==> src/rtl/alu_scheduler_if.sv <==
// Operation request and result handshake bundle between the two requesters,
// the shared-ALU scheduler and the result consumer.
interface alu_scheduler_if #(
  parameter int DATA_WIDTH = 16
);
  logic                  req0_valid;
  logic                  req0_ready;
  logic [2:0]            req0_oc;
  logic [DATA_WIDTH-1:0] req0_a;
  logic [DATA_WIDTH-1:0] req0_b;
  logic                  req1_valid;
  logic                  req1_ready;
  logic [2:0]            req1_oc;
  logic [DATA_WIDTH-1:0] req1_a;
  logic [DATA_WIDTH-1:0] req1_b;
  logic                  res_valid;
  logic                  res_ready;
  logic [DATA_WIDTH-1:0] res_data;
  logic                  res_id;
  logic                  res_err;

  modport slave (
    input  req0_valid, req0_oc, req0_a, req0_b,
    input  req1_valid, req1_oc, req1_a, req1_b,
    input  res_ready,
    output req0_ready, req1_ready,
    output res_valid, res_data, res_id, res_err
  );

  modport master (
    output req0_valid, req0_oc, req0_a, req0_b,
    output req1_valid, req1_oc, req1_a, req1_b,
    output res_ready,
    input  req0_ready, req1_ready,
    input  res_valid, res_data, res_id, res_err
  );
endinterface

==> src/rtl/alu_scheduler.sv <==
// Round-robin scheduler sharing one combinational ALU between two requesters;
// each accepted operation is executed once and returned with its requester ID.
module alu #(
  parameter int DATA_WIDTH = 16
) (
  input  logic [2:0]            oc,
  input  logic [DATA_WIDTH-1:0] a,
  input  logic [DATA_WIDTH-1:0] b,
  output logic [DATA_WIDTH-1:0] f
);
  // Opcode decode; divide by zero yields zero here and is flagged upstream
  always_comb begin
    f = '0;
    case (oc)
      3'b000: f = a + b;
      3'b001: f = a - b;
      3'b010: f = a * b;
      3'b011: begin
        if (b == '0) begin
          f = '0;
        end else begin
          f = a / b;
        end
      end
      3'b100: f = ~a;
      3'b101: f = a ^ b;
      3'b110: f = a | b;
      3'b111: f = a & b;
      default: f = '0;
    endcase
  end
endmodule

module alu_scheduler #(
  parameter int DATA_WIDTH = 16
) (
  input  logic            clk,
  input  logic            rst_n,
  alu_scheduler_if.slave  bus
);
  typedef enum logic [1:0] {
    IDLE = 2'd0,
    EXEC = 2'd1,
    DONE = 2'd2
  } state_t;

  state_t                state_r;
  state_t                next_state_s;
  logic                  last_grant_r;
  logic                  grant0_s;
  logic                  grant1_s;
  logic                  accept_s;
  logic [2:0]            oc_r;
  logic [DATA_WIDTH-1:0] a_r;
  logic [DATA_WIDTH-1:0] b_r;
  logic                  id_r;
  logic [DATA_WIDTH-1:0] alu_f_s;
  logic                  res_valid_r;
  logic [DATA_WIDTH-1:0] res_data_r;
  logic                  res_id_r;
  logic                  res_err_r;

  alu #(.DATA_WIDTH(DATA_WIDTH)) u_alu (
    .oc (oc_r),
    .a  (a_r),
    .b  (b_r),
    .f  (alu_f_s)
  );

  // State register
  always_ff @(posedge clk or negedge rst_n) begin
    if (!rst_n) begin
      state_r <= IDLE;
    end else begin
      state_r <= next_state_s;
    end
  end

  // Arbitration and next state; rst_n gating keeps both readies low in reset
  always_comb begin
    grant0_s     = 1'b0;
    grant1_s     = 1'b0;
    next_state_s = state_r;
    case (state_r)
      IDLE: begin
        grant0_s = rst_n & bus.req0_valid & (~bus.req1_valid | last_grant_r);
        grant1_s = rst_n & bus.req1_valid & (~bus.req0_valid | ~last_grant_r);
        if (grant0_s || grant1_s) begin
          next_state_s = EXEC;
        end else begin
          next_state_s = IDLE;
        end
      end
      EXEC: next_state_s = DONE;
      DONE: begin
        if (bus.res_ready) begin
          next_state_s = IDLE;
        end else begin
          next_state_s = DONE;
        end
      end
      default: next_state_s = IDLE;
    endcase
  end

  assign accept_s       = grant0_s | grant1_s;
  assign bus.req0_ready = grant0_s;
  assign bus.req1_ready = grant1_s;

  // Capture the winning request; inputs are ignored after this edge
  always_ff @(posedge clk or negedge rst_n) begin
    if (!rst_n) begin
      oc_r         <= 3'b000;
      a_r          <= '0;
      b_r          <= '0;
      id_r         <= 1'b0;
      last_grant_r <= 1'b1;
    end else if (accept_s) begin
      oc_r         <= grant1_s ? bus.req1_oc : bus.req0_oc;
      a_r          <= grant1_s ? bus.req1_a  : bus.req0_a;
      b_r          <= grant1_s ? bus.req1_b  : bus.req0_b;
      id_r         <= grant1_s;
      last_grant_r <= grant1_s;
    end
  end

  // Result register: loaded in EXEC, held through DONE, released on handshake
  always_ff @(posedge clk or negedge rst_n) begin
    if (!rst_n) begin
      res_valid_r <= 1'b0;
      res_data_r  <= '0;
      res_id_r    <= 1'b0;
      res_err_r   <= 1'b0;
    end else if (state_r == EXEC) begin
      res_valid_r <= 1'b1;
      res_id_r    <= id_r;
      if (oc_r == 3'b011 && b_r == '0) begin
        res_data_r <= '1;
        res_err_r  <= 1'b1;
      end else begin
        res_data_r <= alu_f_s;
        res_err_r  <= 1'b0;
      end
    end else if (state_r == DONE && bus.res_ready) begin
      res_valid_r <= 1'b0;
    end
  end

  assign bus.res_valid = res_valid_r;
  assign bus.res_data  = res_data_r;
  assign bus.res_id    = res_id_r;
  assign bus.res_err   = res_err_r;
endmodule

==> src/flat_wrapper.sv <==
// flat-port wrapper written by rule: the top's interface ports become plain ports
module alu_scheduler_flat 
#(
  parameter int DATA_WIDTH = 16
)
  (clk, rst_n, bus_req0_valid, bus_req0_oc, bus_req0_a, bus_req0_b, bus_req1_valid, bus_req1_oc, bus_req1_a, bus_req1_b, bus_res_ready, bus_req0_ready, bus_req1_ready, bus_res_valid, bus_res_data, bus_res_id, bus_res_err);
  alu_scheduler_if #(.DATA_WIDTH(DATA_WIDTH)) bus_i ();
  input  logic clk;
  input  logic rst_n;
  input wire logic [$bits(bus_i.req0_valid)-1:0] bus_req0_valid;
  input wire logic [$bits(bus_i.req0_oc)-1:0] bus_req0_oc;
  input wire logic [$bits(bus_i.req0_a)-1:0] bus_req0_a;
  input wire logic [$bits(bus_i.req0_b)-1:0] bus_req0_b;
  input wire logic [$bits(bus_i.req1_valid)-1:0] bus_req1_valid;
  input wire logic [$bits(bus_i.req1_oc)-1:0] bus_req1_oc;
  input wire logic [$bits(bus_i.req1_a)-1:0] bus_req1_a;
  input wire logic [$bits(bus_i.req1_b)-1:0] bus_req1_b;
  input wire logic [$bits(bus_i.res_ready)-1:0] bus_res_ready;
  output wire logic [$bits(bus_i.req0_ready)-1:0] bus_req0_ready;
  output wire logic [$bits(bus_i.req1_ready)-1:0] bus_req1_ready;
  output wire logic [$bits(bus_i.res_valid)-1:0] bus_res_valid;
  output wire logic [$bits(bus_i.res_data)-1:0] bus_res_data;
  output wire logic [$bits(bus_i.res_id)-1:0] bus_res_id;
  output wire logic [$bits(bus_i.res_err)-1:0] bus_res_err;
  assign bus_i.req0_valid = bus_req0_valid;
  assign bus_i.req0_oc = bus_req0_oc;
  assign bus_i.req0_a = bus_req0_a;
  assign bus_i.req0_b = bus_req0_b;
  assign bus_i.req1_valid = bus_req1_valid;
  assign bus_i.req1_oc = bus_req1_oc;
  assign bus_i.req1_a = bus_req1_a;
  assign bus_i.req1_b = bus_req1_b;
  assign bus_i.res_ready = bus_res_ready;
  assign bus_req0_ready = bus_i.req0_ready;
  assign bus_req1_ready = bus_i.req1_ready;
  assign bus_res_valid = bus_i.res_valid;
  assign bus_res_data = bus_i.res_data;
  assign bus_res_id = bus_i.res_id;
  assign bus_res_err = bus_i.res_err;
  alu_scheduler #(.DATA_WIDTH(DATA_WIDTH)) u_core (.clk(clk), .rst_n(rst_n), .bus(bus_i));
endmodule
==> config.mk <==
export PLATFORM = sky130hd
export DESIGN_NAME = alu_scheduler_flat
export DESIGN_NICKNAME = d
export VERILOG_FILES = /design/src/rtl/alu_scheduler_if.sv /design/src/rtl/alu_scheduler.sv /design/src/flat_wrapper.sv
export SDC_FILE = /design/constraint.sdc
export NUM_CORES = 1
export LEC_CHECK = 0
export CORE_ASPECT_RATIO = 0.75
export CORE_MARGIN = 4
export CORE_UTILIZATION = 60
export DETAILED_ROUTE_END_ITERATION = 16
export PLACE_DENSITY = 0.92
export SYNTH_ARGS = -nofsm -noshare
export SYNTH_HDL_FRONTEND = slang
export SYNTH_SLANG_ARGS = --single-unit
==> constraint.sdc <==
create_clock -name clk -period 31.9 [get_ports clk]
set_input_delay 4.785 -clock clk [delete_from_list [all_inputs] [get_ports clk]]
set_output_delay 4.785 -clock clk [all_outputs]
set_load 0.03 [all_outputs]
After elaboration in Yosys (flattened, before gate mapping)
Index checks and enable logic that the tools add are counted.
{"block": "op_classes", "add_sub_neg": 2, "mul": 1, "n_div": 1, "eq_ne": 9, "muxes": 14, "bitwise_logic": 14, "reduce_logical": 7}
{"operator": "$pmux 16 s8", "count": 1}
{"operator": "$mux 16", "count": 4}
{"operator": "$add 16x16->16", "count": 1}
{"operator": "$and 16x16->16", "count": 1}
{"operator": "$div 16x16->16", "count": 1}
{"operator": "$logic_not 16->1", "count": 1}
{"operator": "$mul 16x16->16", "count": 1}
{"operator": "$not 16->16", "count": 1}
{"operator": "$or 16x16->16", "count": 1}
{"operator": "$sub 16x16->16", "count": 1}
{"operator": "$xor 16x16->16", "count": 1}
{"operator": "$eq 3x3->1 const B", "count": 4}
{"operator": "$eq 3x2->1 const B", "count": 2}
{"operator": "$mux 1", "count": 6}
{"operator": "$pmux 2 s3", "count": 1}
{"operator": "$and 1x1->1", "count": 4}
{"operator": "$eq 3x1->1 const B", "count": 1}
{"operator": "$logic_not 3->1", "count": 1}
{"operator": "$mux 3", "count": 1}
{"operator": "$not 1->1", "count": 3}
{"operator": "$or 1x1->1", "count": 3}
{"operator": "$eq 2x1->1 const B", "count": 1}
{"operator": "$eq 2x2->1 const B", "count": 1}
{"operator": "$logic_and 1x1->1", "count": 2}
{"operator": "4 further kinds", "count": 4}
{"block": "totals", "register_bits": 58, "in_bits": 75, "out_inout_bits": 21, "word_cells": 58}

Depth between registers and ports, before layout
{"block": "depth", "depth_word": 6, "mapped_depth": 134, "mapped_depth_nobuf": 124}

By module
A second synthesis with hierarchy kept.
{"block": "hier_totals", "cells_unflattened": 2039, "hier_area_um2": 15383.5}
{"module": "alu", "instances": 1, "cells_each": 1724, "area_per_inst_um2": 12589.6, "seq_area_each_um2": 0.0}
{"module": "alu_scheduler", "instances": 1, "cells_each": 315, "area_per_inst_um2": 2793.9, "seq_area_each_um2": 1452.6}

Worst setup path after synthesis
Ideal clock, no wire load.
{"block": "synth_timing", "kind": "register -> register", "from": "register u_core.b_r[0]", "to": "register u_core.res_data_r[0] (netlist: u_core.bus.res_data[0])", "setup_ps": 147, "t_arrival_ps": 26486, "required_ps": 31753, "path_slack_ps": 5267, "path_stages_with_launch": 125, "path_buffers": 9, "period_less_slack_ps": 26633, "path_cell_list": "dfrtp_1 > clkbuf_1 > inv_1 > ha_1 > o21bai_1 > nor2_1 > nor2_1 > a21oi_1 > ha_1 > o21a_1 > or2_2 > a21oi_1 > nor2_1 > ha_1 > o211ai_1 > nand2_1 > a31oi_1 > nor2_1 > [... 89 more ...] > o21a_1 > o21ai_0 > a21oi_1 > a41oi_1 > clkbuf_1 > nand2_1 > o21ai_0 > ha_1 > a21boi_0 > o21a_1 > o21ai_0 > nand2b_1 > a21oi_1 > nor2b_1 > o21ai_0 > a21oi_1 > a31oi_1 > a311oi_1"}
{"block": "synth_via", "elab_chain_cells": 4, "word_cells_on_any_way": 12, "classes_between": "2 x add/sub; 1 x mul; 1 x div; 3 x mux; 3 x bitwise; 2 x reduce/logical"}
{"item": "from (decl)", "line_no": "alu_scheduler.sv:55", "source": "logic [DATA_WIDTH-1:0] b_r;"}
{"item": "from (signal assigned)", "line_no": "alu_scheduler.sv:121", "source": "b_r <= grant1_s ? bus.req1_b : bus.req0_b;"}
{"item": "$div 16x16->16 or $logic_not 16->1 (tied branches)", "line_no": "alu_scheduler.sv:22, alu_scheduler.sv:19, alu_scheduler.sv:137"}
{"item": "$mux 16", "line_no": "alu_scheduler.sv:19", "source": "if (b == '0) begin"}
{"item": "$pmux 16 s8", "line_no": "alu_scheduler.sv:14", "source": "case (oc)"}
{"item": "$mux 16 (*)", "line_no": "alu_scheduler.sv:137", "source": "if (oc_r == 3'b011 && b_r == '0) begin"}
{"item": "to (signal assigned)", "line_no": "alu_scheduler.sv:141", "source": "res_data_r <= alu_f_s;"}
{"item": "to (decl)", "line_no": "alu_scheduler.sv:59", "source": "logic [DATA_WIDTH-1:0] res_data_r;"}
Mark *: on every way between the ends. The rest lies on a longest branch, timed or not.
A chain may end at the register's enable or synchronous reset.

Final worst setup path
{"block": "layout_timing", "from": "register u_core.b_r[3]", "to": "register u_core.res_data_r[0] (netlist: u_core.bus.res_data[0])"}
The elaborated chain is that of the path after synthesis.

==> results.toml <==
[setup_path]
r2r-start = "u_core.b_r[3]"
end_kind = "register"
cp_max_fo = 22
worstPathRequired_ps = 32090
setup.worst_path.start = "u_core.b_r[3]"
critPathCapture = "u_core.bus.res_data[0]"
r2r-end = "u_core.bus.res_data[0]"
slowest_stage = "dfrtp_1"
startpoint_type = "register"
cpPeakStageDelay_ps = 640
reg2regPathDepth = 113
r2r_slack_ps = 2100
critPathKind = "register to register"
worstPathArrival_ps = 29990

[drt]
viasPerCell = 6.57
wl_per_cell_um = 22.1
vias = 15900
firstDrtPassIters = 6
drtIter0Drc = 2107
antenna_left = 0
routed_wl_um = 53300
route.detailed.drc = 0

[global_routing]
grt_pass1_wl_um = 83300
grt_max_degree = 74
antenna_found_initial = 1
track_usage = 0.375
grt_pass1_vias = 15300
grt_overflow = 0

[synthesis]
synthesis.area_um2 = 15100
synth_edf_count = 0
ys_seq_elements = 58
yosys_warnings = 0
syn-num-nets = 2415
ys.flop_type = "dfrtp_1"
syn_inst = 2023
synth-seq-area-share = 0.0964
avgSynthCellArea_um2 = 7.45
async_reset_ff_frac = 1.00
synth_cell_types = 84

[sta]
fmax_mhz = 33.6
slew_headroom = 0.222
maxSlewViolCount = 0
timing.final.ws_setup_ps = 2100
final.setup.tns_ps = 0
rsz0062_at_grt = "no"
final.setup_skew_ps = 6.77
fin_hold_ws_ps = 488
setup_viol = 0
hold_viol = 0
worst_pin_slew_ps = 1160
min_period_ps = 29800
period_share = 0.934

[hold_path]
hold_path_class = "register to register"

[place]
post-place-ws_ps = 454
io_buffer_count = 95
dp_cells = 2396
hpwl_um = 41100
place.gp.congestion = 1.04

[cells_and_area]
fin_nets = 2472
fin_cells = 2416
drive_above_1_share = 0.0552
register_area_um2 = 1450
multi_input_area_um2 = 12700
antennaDiodeCount = 0
nFillCells = 1991
syn_to_final_growth_pct = 11.0

[clocking]
holdBufCountCts = 0
insertion_delay_ps = 340
cts.reportedPaths.clkPinSlew_ps = 60
cts_root_buffer = "clkbuf_16"
cts.sinks = 58
cts_buffers = 9
htreeDepth = 3
cts_buffer_depth = 2
cts_tree = "done"

[run]
drv_cap = 0

[die]
core-area_um2 = 24300
die_w_um = 191
row_count = 49
initial_core_util = 0.619
fp.dieH_um = 145
io-pin-count = 96
die-area_um2 = 27700

[run_status]
status = "finished clean"
## cell usage after synthesis (11+ instances only)
library cell | count | share of area
nand2b_1 | 25 | 0.010
a21oi_1 | 119 | 0.040
a31oi_1 | 57 | 0.024
nand4_1 | 12 | 0.0050
nand3_1 | 41 | 0.014
o21ai_0 | 84 | 0.028
a21o_1 | 21 | 0.010
mux2_2 | 16 | 0.012
o211ai_1 | 37 | 0.018
inv_1 | 171 | 0.043
nor3_1 | 56 | 0.019
nor2b_1 | 12 | 0.0050
xnor2_1 | 93 | 0.054
dfrtp_1 | 57 | 0.095
nor4_1 | 11 | 0.0046
xor2_1 | 34 | 0.020
clkbuf_1 | 73 | 0.018
fa_1 | 81 | 0.11
mux2i_1 | 11 | 0.0073
ha_1 | 236 | 0.20
or3_1 | 27 | 0.011
nand2_1 | 265 | 0.066
a211oi_1 | 11 | 0.0055
nor2_1 | 229 | 0.057
and3_1 | 11 | 0.0046
o21a_1 | 36 | 0.018
## through the flow
stage                     instance area (um2)  utilization
after floorplan                         15100            -
after global placement                  16400        0.672
after detailed placement                16400        0.672
after CTS                               16600        0.684
after global routing                    16700        0.687
final                                   16700        0.687
## state kept, by name, summed over array words and instances (netlist names), 2 cells and up
signal,count
u_core.b_r,16
u_core.state_r,2
u_core.oc_r,3
u_core.a_r,16
u_core.bus.res_data,16
## worst max-delay path, delay by kind of cell, from the launching register on
kind	cells	cell delay (ps)
flip-flops	1	640
multiplexers	3	1240
buffers and inverters	3	530
adder cells (fa/ha/maj)	15	4870
AND/OR/NAND/NOR	33	6660
AO/OA/AOI/OAI	59	15720
## logic make-up after synthesis
logic type	count (synthesis)	synth area share
and+or+nand+nor	734	0.219
buffers and inverters	265	0.0666
AOI/OAI and AO/OA	492	0.218
muxes	30	0.0222
adders and majority gates	317	0.304
xor gates and xnor gates	127	0.0738
DFF	58	0.0964
## how the worst min path moves through the flow
stage / startpoint / to / depth (start not counted)
6_report: u_core.id_r / u_core.id_r / 2
5_1_grt: u_core.last_grant_r / u_core.last_grant_r / 2
4_1_cts: u_core.id_r / u_core.id_r / 2
3_5_place_dp: u_core.id_r / u_core.id_r / 2
3_3_place_gp: u_core.id_r / u_core.bus.res_id / 2
2_1_floorplan: u_core.id_r / u_core.bus.res_id / 2
## cell usage in the layout (no fill, tap or decap), drive strengths merged, types with 12 or more instances in the layout
cell type,n
mux2,18
a21oi,119
o21a,36
nand3,41
clkdlybuf4s50,94
a221oi,12
inv,175
nor4,12
buf,40
xnor2,93
xor2,34
dfrtp,57
nand4,12
a21o,21
o211ai,37
a31oi,59
nor2b,12
nor2,230
o21ai,91
or3,27
mux2i,12
nand2,266
nand2b,25
nor3,57
ha,236
fa,81
## routing by layer
layer,share of wire,track usage,vias up
met1,0.41,0.530,7416
met5,0.00021,0,-
met4,0.047,0.149,2
met2,0.41,0.542,1034
met3,0.14,0.106,225
li1,-,-,7199
## what timing repair did
| action | CTS | global route |
|---|---|---|
| setup buffers | 0 | 4 |
| endpoints found under the setup margin | 0 | 2 |
| resized for setup | 0 | 13 |
## final cells by class
class / count / area share
Timing Repair Buffer: 134 / 0.0741
Multi-Input combinational cell: 1700 / 0.757
Clock inverter: 6 / 0.00292
Sequential cell: 58 / 0.0869
Tap cell: 331 / 0.0248
Inverter: 177 / 0.0397
Clock buffer: 10 / 0.0143
Power is left out: the tool's default activity adds up to more than one toggle a clock period on the data nets, which glitch-free logic cannot reach.
